**config.mk**
```make
export PLATFORM = sky130hd
export DESIGN_NAME = sprite_desc_writer
export DESIGN_NICKNAME = d
export VERILOG_FILES = /design/src/rtl/sprite_desc_writer.sv
export SDC_FILE = /design/constraint.sdc
export NUM_CORES = 1
export LEC_CHECK = 0
export CAP_MARGIN = 20
export CORE_UTILIZATION = 45
export DETAILED_ROUTE_END_ITERATION = 8
export GPL_TIMING_DRIVEN = 0
export HOLD_SLACK_MARGIN = 0.06
export PLACE_DENSITY = 0.73
export SYNTH_ARGS = -nofsm -noshare
export SYNTH_HDL_FRONTEND = slang
export SYNTH_SLANG_ARGS = --single-unit
```
**constraint.sdc**
```tcl
create_clock -name clock -period 5.4 [get_ports clock]
set_clock_uncertainty 0.1 [all_clocks]
set_input_delay 1.35 -clock clock [delete_from_list [all_inputs] [get_ports clock]]
set_output_delay 1.35 -clock clock [all_outputs]
set_load 0.01 [all_outputs]
```
**src/rtl/sprite_desc_writer.sv**
```systemverilog
// sprite_desc_writer: memory-mapped shadow registers for the three packed
// sprite descriptors (p1, p2, stage). The shadows are copied to the active
// outputs atomically at the start of vertical sync.
// Optional feature macro: SPRITE_AUTO_COMMIT_EN. When defined, any shadow
// write also requests a commit.
module sprite_desc_writer #(
  parameter logic [12:0] BASE_ADDR   = 13'h1F00,
  parameter int unsigned SYNC_STAGES = 2
) (
  input  logic        clock,
  input  logic        reset,
  input  logic [12:0] address,
  input  logic [31:0] data_in,
  input  logic        wren,
  output logic        hit,
  output logic [31:0] data_out,
  input  logic        vga_vs,
  output logic [63:0] p1VGA,
  output logic [63:0] p2VGA,
  output logic [63:0] stageVGA,
  output logic        frame_tick
);

  typedef enum logic {IDLE, PENDING} state_t;

  state_t                 state;
  logic [31:0]            shadow [6];
  logic [15:0]            frame_cnt;
  logic [SYNC_STAGES-1:0] vs_sync;
  logic                   vs_prev;
  logic                   vsync_start;
  logic [2:0]             offset;
  logic [13:0]            addr_ext;
  logic [13:0]            base_lo;
  logic [13:0]            base_hi;
  logic                   shadow_wr;
  logic                   ctrl_req;
  logic                   set_pending;
  logic                   commit;
  logic [31:0]            status;

  // Address decode: full range compare for hit, low bits for the offset.
  assign addr_ext = {1'b0, address};
  assign base_lo  = {1'b0, BASE_ADDR};
  assign base_hi  = base_lo + 14'd7;
  assign hit      = (addr_ext >= base_lo) && (addr_ext <= base_hi);
  assign offset   = address[2:0] - BASE_ADDR[2:0];

  assign shadow_wr   = wren && hit && (offset < 3'd6);
  assign ctrl_req    = wren && hit && (offset == 3'd6) && data_in[0];
`ifdef SPRITE_AUTO_COMMIT_EN
  assign set_pending = ctrl_req || shadow_wr;
`else
  assign set_pending = ctrl_req;
`endif

  assign vsync_start = vs_prev && !vs_sync[SYNC_STAGES-1];
  assign commit      = (state == PENDING) && vsync_start;
  assign status      = {15'b0, (state == PENDING), frame_cnt};

  // Synchronize the active-low vsync and keep the previous synced value.
  always_ff @(posedge clock) begin
    if (!reset) begin
      vs_sync <= '1;
      vs_prev <= 1'b1;
    end else begin
      vs_sync <= {vs_sync[SYNC_STAGES-2:0], vga_vs};
      vs_prev <= vs_sync[SYNC_STAGES-1];
    end
  end

  // Shadow register writes from the processor.
  always_ff @(posedge clock) begin
    if (!reset) begin
      for (int unsigned i = 0; i < 6; i++) shadow[i] <= '0;
    end else if (shadow_wr) begin
      shadow[offset] <= data_in;
    end
  end

  // Registered read port.
  always_ff @(posedge clock) begin
    if (!reset) begin
      data_out <= '0;
    end else if (!hit) begin
      data_out <= '0;
    end else begin
      case (offset)
        3'd0, 3'd1, 3'd2, 3'd3, 3'd4, 3'd5: data_out <= shadow[offset];
        3'd7:                               data_out <= status;
        default:                            data_out <= '0;
      endcase
    end
  end

  // Commit FSM with frame counter, tick and active descriptor registers.
  // A request in the commit cycle wins over the return to IDLE, and the
  // copy reads the shadows before any same-edge write lands.
  always_ff @(posedge clock) begin
    if (!reset) begin
      state      <= IDLE;
      frame_cnt  <= '0;
      frame_tick <= 1'b0;
      p1VGA      <= '0;
      p2VGA      <= '0;
      stageVGA   <= '0;
    end else begin
      frame_tick <= vsync_start;
      if (vsync_start) frame_cnt <= frame_cnt + 16'd1;
      if (commit) begin
        p1VGA    <= {shadow[0], shadow[1]};
        p2VGA    <= {shadow[2], shadow[3]};
        stageVGA <= {shadow[4], shadow[5]};
      end
      case (state)
        IDLE:    if (set_pending) state <= PENDING;
        PENDING: if (vsync_start && !set_pending) state <= IDLE;
        default: state <= IDLE;
      endcase
    end
  end

endmodule

```
# --- After elaboration in Yosys (flattened, before gate mapping) ---
# Memories as Yosys holds them, arrays and structs flattened. A register that Yosys moved wholly into a read port is not among the register bits.
# Index checks and enable logic that the tools add are counted.
totals:
  register_bits: 53
  ramBits: 192
  in_bits: 49
  output_inout_bits: 226
  mem_count: 1
classes:
  n_addsub: 1
  n_lt_le_gt_ge: 3
  n_eq_ne: 7
  n_mux: 11
  n_bitwise: 1
  reduce_logical: 20
mem_list:
  columns: ["memory", "words", "word_bits", "rd", "rd_clocked_by_memory_dff", "wr", "line", "text"]
  rows:
  - ["shadow", 6, 32, 7, 6, 6, "27", "logic [31:0] shadow [6];"]
op_table:
  columns: ["op", "count"]
  rows:
  - ["$pmux 32 s2", 1]
  - ["$mux 32", 1]
  - ["$reduce_or 32->1", 1]
  - ["$add 16x1->16 const B", 1]
  - ["$ge 13x13->1 const B", 1]
  - ["$le 13x13->1 const B", 1]
  - ["$eq 3x3->1 const B", 4]
  - ["$logic_and 1x1->1", 8]
  - ["$logic_not 1->1", 8]
  - ["$mux 1", 7]
  - ["$eq 3x2->1 const B", 2]
  - ["$reduce_or 6->1", 1]
  - ["$eq 3x1->1 const B", 1]
  - ["$logic_not 3->1", 1]
  - ["$lt 3x3->1 const B", 1]
  - ["$mux 3", 1]
  - ["$pmux 1 s2", 1]
  - ["$reduce_and 2->1", 1]
  - ["$not 1->1", 1]

# --- Longest topological paths before layout ---
# Gate-level depths: netlist of the first run.
depth:
  word_depth: 9
  ltp_mapped: 8
  mapped_depth_nobuf: 5

# --- Worst setup path before layout of the first run ---
# OpenSTA, ideal clock, no wires.
synth_timing:
  path_type: "input to register"
  startpoint: "in address[0]"
  endpoint: "mem shadow[1][0] (enable)"
  setup_ns: 0.466
  arrival_time_ns: 4.489
  required_time_ns: 4.834
  path_slack_ns: 0.345
  cell_stages: 6
  path_cell_list: "clkbuf_1 > buf_2 > buf_4 > buf_2 > nand3_1 > o21ai_0"
synth_rtl:
  columns: ["element", "line", "text"]
  rows:
  - ["start: declaration", "12", "input logic [12:0] address,"]
  - ["end: declaration", "27", null]

# --- Worst setup path after layout of the first run ---
layout_timing:
  startpoint: "in address[3]"
  endpoint: "out hit"
layout_between:
  elab_chain_len: 2
  elab_cells_between_ends: 3
layout_lines:
  columns: ["element", "line", "text"]
  rows:
  - ["$ge 13x13->1 / $le 13x13->1 (equally long branches)", "46", "assign hit = (addr_ext >= base_lo) && (addr_ext <= base_hi);"]
  - ["$logic_and 1x1->1 (*)", "46", null]
  - ["end: declaration", "15", "output logic hit,"]
# Every way passes the cells marked *; elsewhere a longest branch is shown, timed or not.

==> flow_metrics.tcl, run 1 <==
set metrics [dict create \
    outcome "complete, no violations" \
    synth_edf_count 192 \
    grt_overflow 0 \
    min_to "vs_sync[1]$_SDFF_PN1_" \
    die_w_um 195.8 \
    antenna_found_initial 6 \
    synth.top_cells.by_area "edfxtp_1 34%, dfxtp_1 29%, nand2_1 9.1%" \
    hold_viol 0 \
    async_flop_share_pct 0 \
    period_share_pct 83.59 \
    synth_top_cells_by_count "411 x nand2_1, 245 x dfxtp_1, 203 x a21oi_1" \
    hp-class "flip-flop to flip-flop" \
    synth_cell_types 44 \
    tns_ns 0 \
    combPwrFrac_pct 4.4 \
    clock-sinks 437 \
    grt_max_degree 33 \
    setup_viol 0 \
    start_util_pct 45.94 \
    power.total_mw 6.913 \
    post_cts_buffers 0 \
    drtIter0Drc 1303 \
    switching_power_mw 1.516 \
    synth_flop_cell "dfxtp_1" \
    nFillCells 3024 \
    required_ns 3.95 \
    sequentialPowerShare_pct 51.8 \
    ys_ff_latch 437 \
    io_buffers 273 \
    grt_pass1_wl_um 80510 \
    totalWireLength_um 55870 \
    vias 13488 \
    max_freq_mhz 221.5 \
    relSlewSlack_pct 37.22 \
    power.share.switching_pct 21.94 \
    grt_usage_pct 28.68 \
    drive_gt1_share_pct 7.022 \
    yosysTopAreaCell "edfxtp_1" \
    coreArea_mm2 0.03679 \
    powerDensity_mw_per_mm2 317.4 \
    rr_endpoint "stageVGA[30]$_SDFFE_PN0P_" \
    cts_tree "done" \
    clkPwrFrac_pct 43.8 \
    cts_resized 0 \
    numCtsBuffers 43 \
    drtPass1Iterations 6 \
    peakVddDrop_mv 0.1973 \
    clk_path_buf_depth 3 \
    yosys.cell_count.top_type "nand2_1" \
    r2r_cells 7 \
    fin_nets 1967 \
    synth_nets 1645 \
    post-dp-hpwl_um 42000 \
    r2r_setup_slack_ns 3.10 \
    min_from "vs_sync[0]$_SDFF_PN1_" \
    drv_slew 0 \
    cp-end-kind "output port" \
    layout_min_cycle_time_ns 4.514 \
    postCtsHoldBufs 0 \
    syn_area_mm2 0.01690 \
    cp_max_fo 5 \
    arrival_ns 3.06 \
    insertion_delay_ns 0.56 \
    synth-seq-area-share_pct 63.14 \
    ant_nets 0 \
    timing_worst_setup_path_type "input port to output port" \
    die_y_um 195.8 \
    yosys.area.top_type_share_pct 34.12 \
    post-route-drc-count 0 \
    rows 70 \
    reg2reg_from "vs_prev$_SDFF_PN1_" \
    grt_pass1_vias 13174 \
    cts-root-buf "clkbuf_16" \
    htreeDepth 2 \
    leakage_nw 7.432 \
    num_io_pins 275 \
    rsz0062_at_grt "false" \
    syn_area_per_cell_um2 10.60 \
    maxCapViolations 0 \
    min_path_cells 1 \
    die-area_mm2 0.03833 \
    cts.clk_slew.worst_paths_ns 0.06 \
    crit_path_start_kind "input port" \
    p_int_mw 5.396 \
    worst_pin_slew_ns 0.9417 \
    via_per_inst 5.564 \
    area_growth_pct 28.89 \
    netlist_instances 1595 \
    finalWeightedCongestion 0.9388 \
    hold-worst-slack_ns 0.3238 \
    wire_per_inst_um 23.05 \
    yosysWarnings 0 \
]
-- kinds of logic (layout without fill, tap and decap cells) --
| group | after synthesis | after routing | share of synthesized area, % |
|---|---|---|---|
| simple gates | 684 | 684 | 19.20 |
| buf+inv | 123 | 479 | 3.198 |
| flops | 437 | 437 | 63.14 |
| xor+xnor | 11 | 11 | 0.5701 |
| mux | 59 | 59 | 4.220 |
| other cells | 0 | 5 | 0 |
| fa+ha+maj | 1 | 1 | 0.07402 |
| compound gates | 280 | 280 | 9.602 |
-- layout by cell type (no fill, tap or decap), types with 5 or more instances in the layout --
master           count
a21oi_1            203
a221oi_1            22
and2_1             193
buf_2               33
clkbuf_1            87
clkbuf_16           47
clkbuf_8            10
clkdlybuf4s50_1    273
dfxtp_1            245
diode_2              5
edfxtp_1           192
inv_1                5
mux2_2               8
mux2i_1             42
mux4_2               9
nand2_1            411
nand2b_1             8
nand3_1             14
nand4_1              6
nor2_1              24
o21ai_0              9
o221ai_1            30
o22ai_1              8
xor2_1               9
-- worst max-delay path: stages --
cell and delay, ns:
clkdlybuf4s50_1 0.44, nor4_4 0.32, and3_1 0.19, buf_2 0.19, clkdlybuf4s50_1 0.56
-- registers in the layout, summed over array words and instances, names as in the netlist --
name / count
p1VGA: 64
vs_prev: 1
frame_cnt: 16
vs_sync: 2
p2VGA: 64
data_out: 32
shadow: 192
frame_tick: 1
stageVGA: 64
state: 1
-- power groups by stage --
stage,Combinational (mW),Clock (mW),Sequential [mW]
after CTS,0.293,3.03,3.57
after global placement,0.277,0,3.65
final,0.303,3.03,3.58
after detailed placement,0.292,0,3.65
after floorplan,0.140,0,3.62
after global routing,0.313,3.16,3.58
-- through the flow --
step | std cells | cell area (µm²) | setup WS, ns | util (%)
final | 2424 | 21780 | 0.8863 | 59.21
after global routing | 2423 | 21780 | 0.8662 | 59.21
after CTS | 2419 | 21770 | 0.8916 | 59.18
after detailed placement | 2340 | 20340 | 0.8971 | 55.29
after global placement | 2336 | 20220 | -1.668 | 54.96
after floorplan | 1595 | 16900 | 0.3452 | -
-- metal layers --
| layer | share of wire (%) | global-route usage, % | vias up |
|---|---|---|---|
| li1 | - | - | 6114 |
| met1 | 39 | 37.04 | 6479 |
| met2 | 45 | 44.21 | 752 |
| met3 | 12 | 8.441 | 141 |
| met4 | 4.2 | 13.80 | 2 |
| met5 | 0.030 | 0 | - |
-- how the worst max path moves through the flow --
stage / startpoint / endpoint / slack (ns) / cells past startpoint
2_1_floorplan: address[0] / shadow[1][0]$_SDFFCE_PN0P_ / 0.35 / 6
3_3_place_gp: address[0] / shadow[5][5]$_DFFE_PP_ / -1.67 / 6
3_5_place_dp: address[3] / hit / 0.90 / 5
4_1_cts: address[3] / hit / 0.89 / 5
5_1_grt: address[3] / hit / 0.87 / 5
6_report: address[3] / hit / 0.89 / 5
-- layout make-up --
cell class / count / area (µm²) / share of cell area, %
multi-input combinational: 1035 / 5722 / 26.27
inverter: 7 / 26.28 / 0.1206
tap: 468 / 585.6 / 2.688
sequential: 437 / 10670 / 48.99
timing repair buffer: 277 / 2820 / 12.95
clock buffer: 72 / 1370 / 6.290
antenna: 5 / 12.51 / 0.05744
buffer: 116 / 514.2 / 2.361
clock inverter: 7 / 61.31 / 0.2815
No activity file was read; power rests on OpenSTA's default activity.
==> run 2, diff against run 1 <==
--- a/config.mk
+++ b/config.mk
@@ -10,7 +10,7 @@
 export DETAILED_ROUTE_END_ITERATION = 8
 export GPL_TIMING_DRIVEN = 0
 export HOLD_SLACK_MARGIN = 0.06
-export PLACE_DENSITY = 0.73
+export PLACE_DENSITY = 0.76
 export SYNTH_ARGS = -nofsm -noshare
 export SYNTH_HDL_FRONTEND = slang
 export SYNTH_SLANG_ARGS = --single-unit
==> constraint.sdc (replaced) <==
create_clock -name clock -period 3.68 [get_ports clock]
set_clock_uncertainty 0.1 [all_clocks]
set_input_delay 0.92 -clock clock [delete_from_list [all_inputs] [get_ports clock]]
set_output_delay 0.92 -clock clock [all_outputs]
set_load 0.01 [all_outputs]
==> run 2 against run 1 <==
- first-iteration DRC count up 12%
- die area unchanged
- flip-flop and latch count unchanged
- cell count about the same
- critical endpoint unchanged
- largest power group unchanged
==> flow_metrics.tcl, run 2 (synthesis gave the netlist of run 1 again) <==
set metrics [dict create \
    fin_nets 1967 \
    outcome "complete, no violations" \
    cts_resized 0 \
    cpLargestDelayFamily "buffers and inverters" \
    timing_worst_setup_path_type "input port to output port" \
    grt_max_degree 33 \
    clk_path_buf_depth 3 \
    dpl.cell_count 2339 \
    drv_slew 0 \
    num_io_pins 275 \
    vias 13740 \
    grt_overflow 0 \
    grt_usage_pct 28.57 \
    hp-class "flip-flop to flip-flop" \
    post_cts_buffers 0 \
    grt_pass1_vias 13531 \
    numCtsBuffers 44 \
    powerDensity_mw_per_mm2 464.0 \
    min_from "vs_sync[0]$_SDFF_PN1_" \
    ant_nets 0 \
    power.total_mw 10.09 \
    r2r_setup_slack_ns 1.49 \
    worst_pin_slew_ns 0.9588 \
    drtPass1Iterations 5 \
    relSlewSlack_pct 36.08 \
    cts_tree "done" \
    cp-end-kind "output port" \
    crit_chain "clkdlybuf4s50_1 -> nor4_4 -> and3_1 -> buf_2 -> clkdlybuf4s50_1" \
    cts.clk_slew.worst_paths_ns 0.06 \
    finalWeightedCongestion 0.9860 \
    die-area_mm2 0.03833 \
    crit_top_cell "clkdlybuf4s50_1" \
    largest_reg_flops 192 \
    post-dp-hpwl_um 41440 \
    post-route-drc-count 0 \
    die_y_um 195.8 \
    wire_per_inst_um 22.82 \
    clock-sinks 437 \
    peakVddDrop_mv 0.3269 \
    maxCapViolations 0 \
    period_share_pct 98.67 \
    drive_gt1_share_pct 7.168 \
    slowest_stage "clkdlybuf4s50_1" \
    crit_buf_inv 3 \
    hold-worst-slack_ns 0.3195 \
    final_common_cell "nand2_1" \
    required_ns 2.66 \
    final_cells 2426 \
    max_freq_mhz 275.4 \
    crit_path_start_kind "input port" \
    postCtsHoldBufs 0 \
    die_w_um 195.8 \
    coreArea_mm2 0.03679 \
    reg2reg_from "vs_prev$_SDFF_PN1_" \
    drtIter0Drc 1459 \
    grt_pass1_wl_um 81390 \
    htreeDepth 2 \
    rsz0062_at_grt "false" \
    antenna_found_initial 6 \
    io_buffers 273 \
    path_depth 5 \
    area_growth_pct 28.69 \
    totalWireLength_um 55350 \
    rr_endpoint "stageVGA[35]$_SDFFE_PN0P_" \
    top_register "shadow" \
    cp_slowest_stage_delay_ns 0.56 \
    leakage_nw 7.418 \
    crit_start "address[6]" \
    setup_viol 0 \
    endpoint "hit" \
    layout_common_cells "411 x nand2_1, 273 x clkdlybuf4s50_1, 245 x dfxtp_1" \
    layout_min_cycle_time_ns 3.631 \
    cts-root-buf "clkbuf_16" \
    rows 70 \
    r2r_cells 7 \
    start_util_pct 45.94 \
    arrival_ns 2.61 \
    hold_viol 0 \
    cp_max_fo 5 \
    insertion_delay_ns 0.56 \
    via_per_inst 5.664 \
]
run 2: changes by cell type in the layout (fill, tap and decap cells not counted), sizes merged:
cell      delta
clkbuf       -3
buf          -1
clkinvlp     +1
clkinv       +4
inv          +1
run 2: routing by layer:
metal	share of wire (%)	global-route usage (%)
met5	0.025	0
met4	4.0	12.67
met3	12	6.945
met2	46	45.71
met1	38	36.88
run 2: worst register-to-register path, cell delays in order (launching register included):
cell	delay [ns]
dfxtp_1	0.33
nor2b_1	0.13
clkbuf_1	0.19
nand2_1	0.14
buf_2	0.40
clkbuf_1	0.52
nand2_1	0.11
a21oi_1	0.17
run 2: worst min-delay path by stage:
stage | to | depth (start not counted)
2_1_floorplan | vs_sync[1]$_SDFF_PN1_ | 1
3_3_place_gp | vs_sync[1]$_SDFF_PN1_ | 1
3_5_place_dp | vs_sync[1]$_SDFF_PN1_ | 1
4_1_cts | vs_sync[1]$_SDFF_PN1_ | 1
5_1_grt | vs_sync[1]$_SDFF_PN1_ | 1
6_report | vs_sync[1]$_SDFF_PN1_ | 1
run 2: area by class of cell:
cell class	count	area (µm²)
Multi-Input combinational cell	1035	5722
Clock buffer	69	1316
Buffer	116	514.2
Inverter	7	26.28
Fill cell	3060	15040
Tap cell	468	585.6
Sequential cell	437	10670
Antenna cell	5	12.51
Clock inverter	13	101.3
Timing Repair Buffer	276	2800
run 2: metrics by stage:
step	instance area [µm²]	setup TNS [ns]	setup slack (ns)	util [%]
global route	21750	0	0.01765	59.12
floorplan	16900	-5.675	-0.08867	-
CTS	21740	0	0.04651	59.09
global placement	20220	-186.90	-1.531	54.96
detailed placement	20320	-16.33	-0.2379	55.23
finish	21750	0	0.04890	59.12
run 2: power by group:
part           switching, mW  total, mW  internal, mW
registers             0.0910       5.26          5.17
clock network           1.87       4.40          2.53
logic                  0.290      0.433         0.143
total                   2.25       10.1          7.85
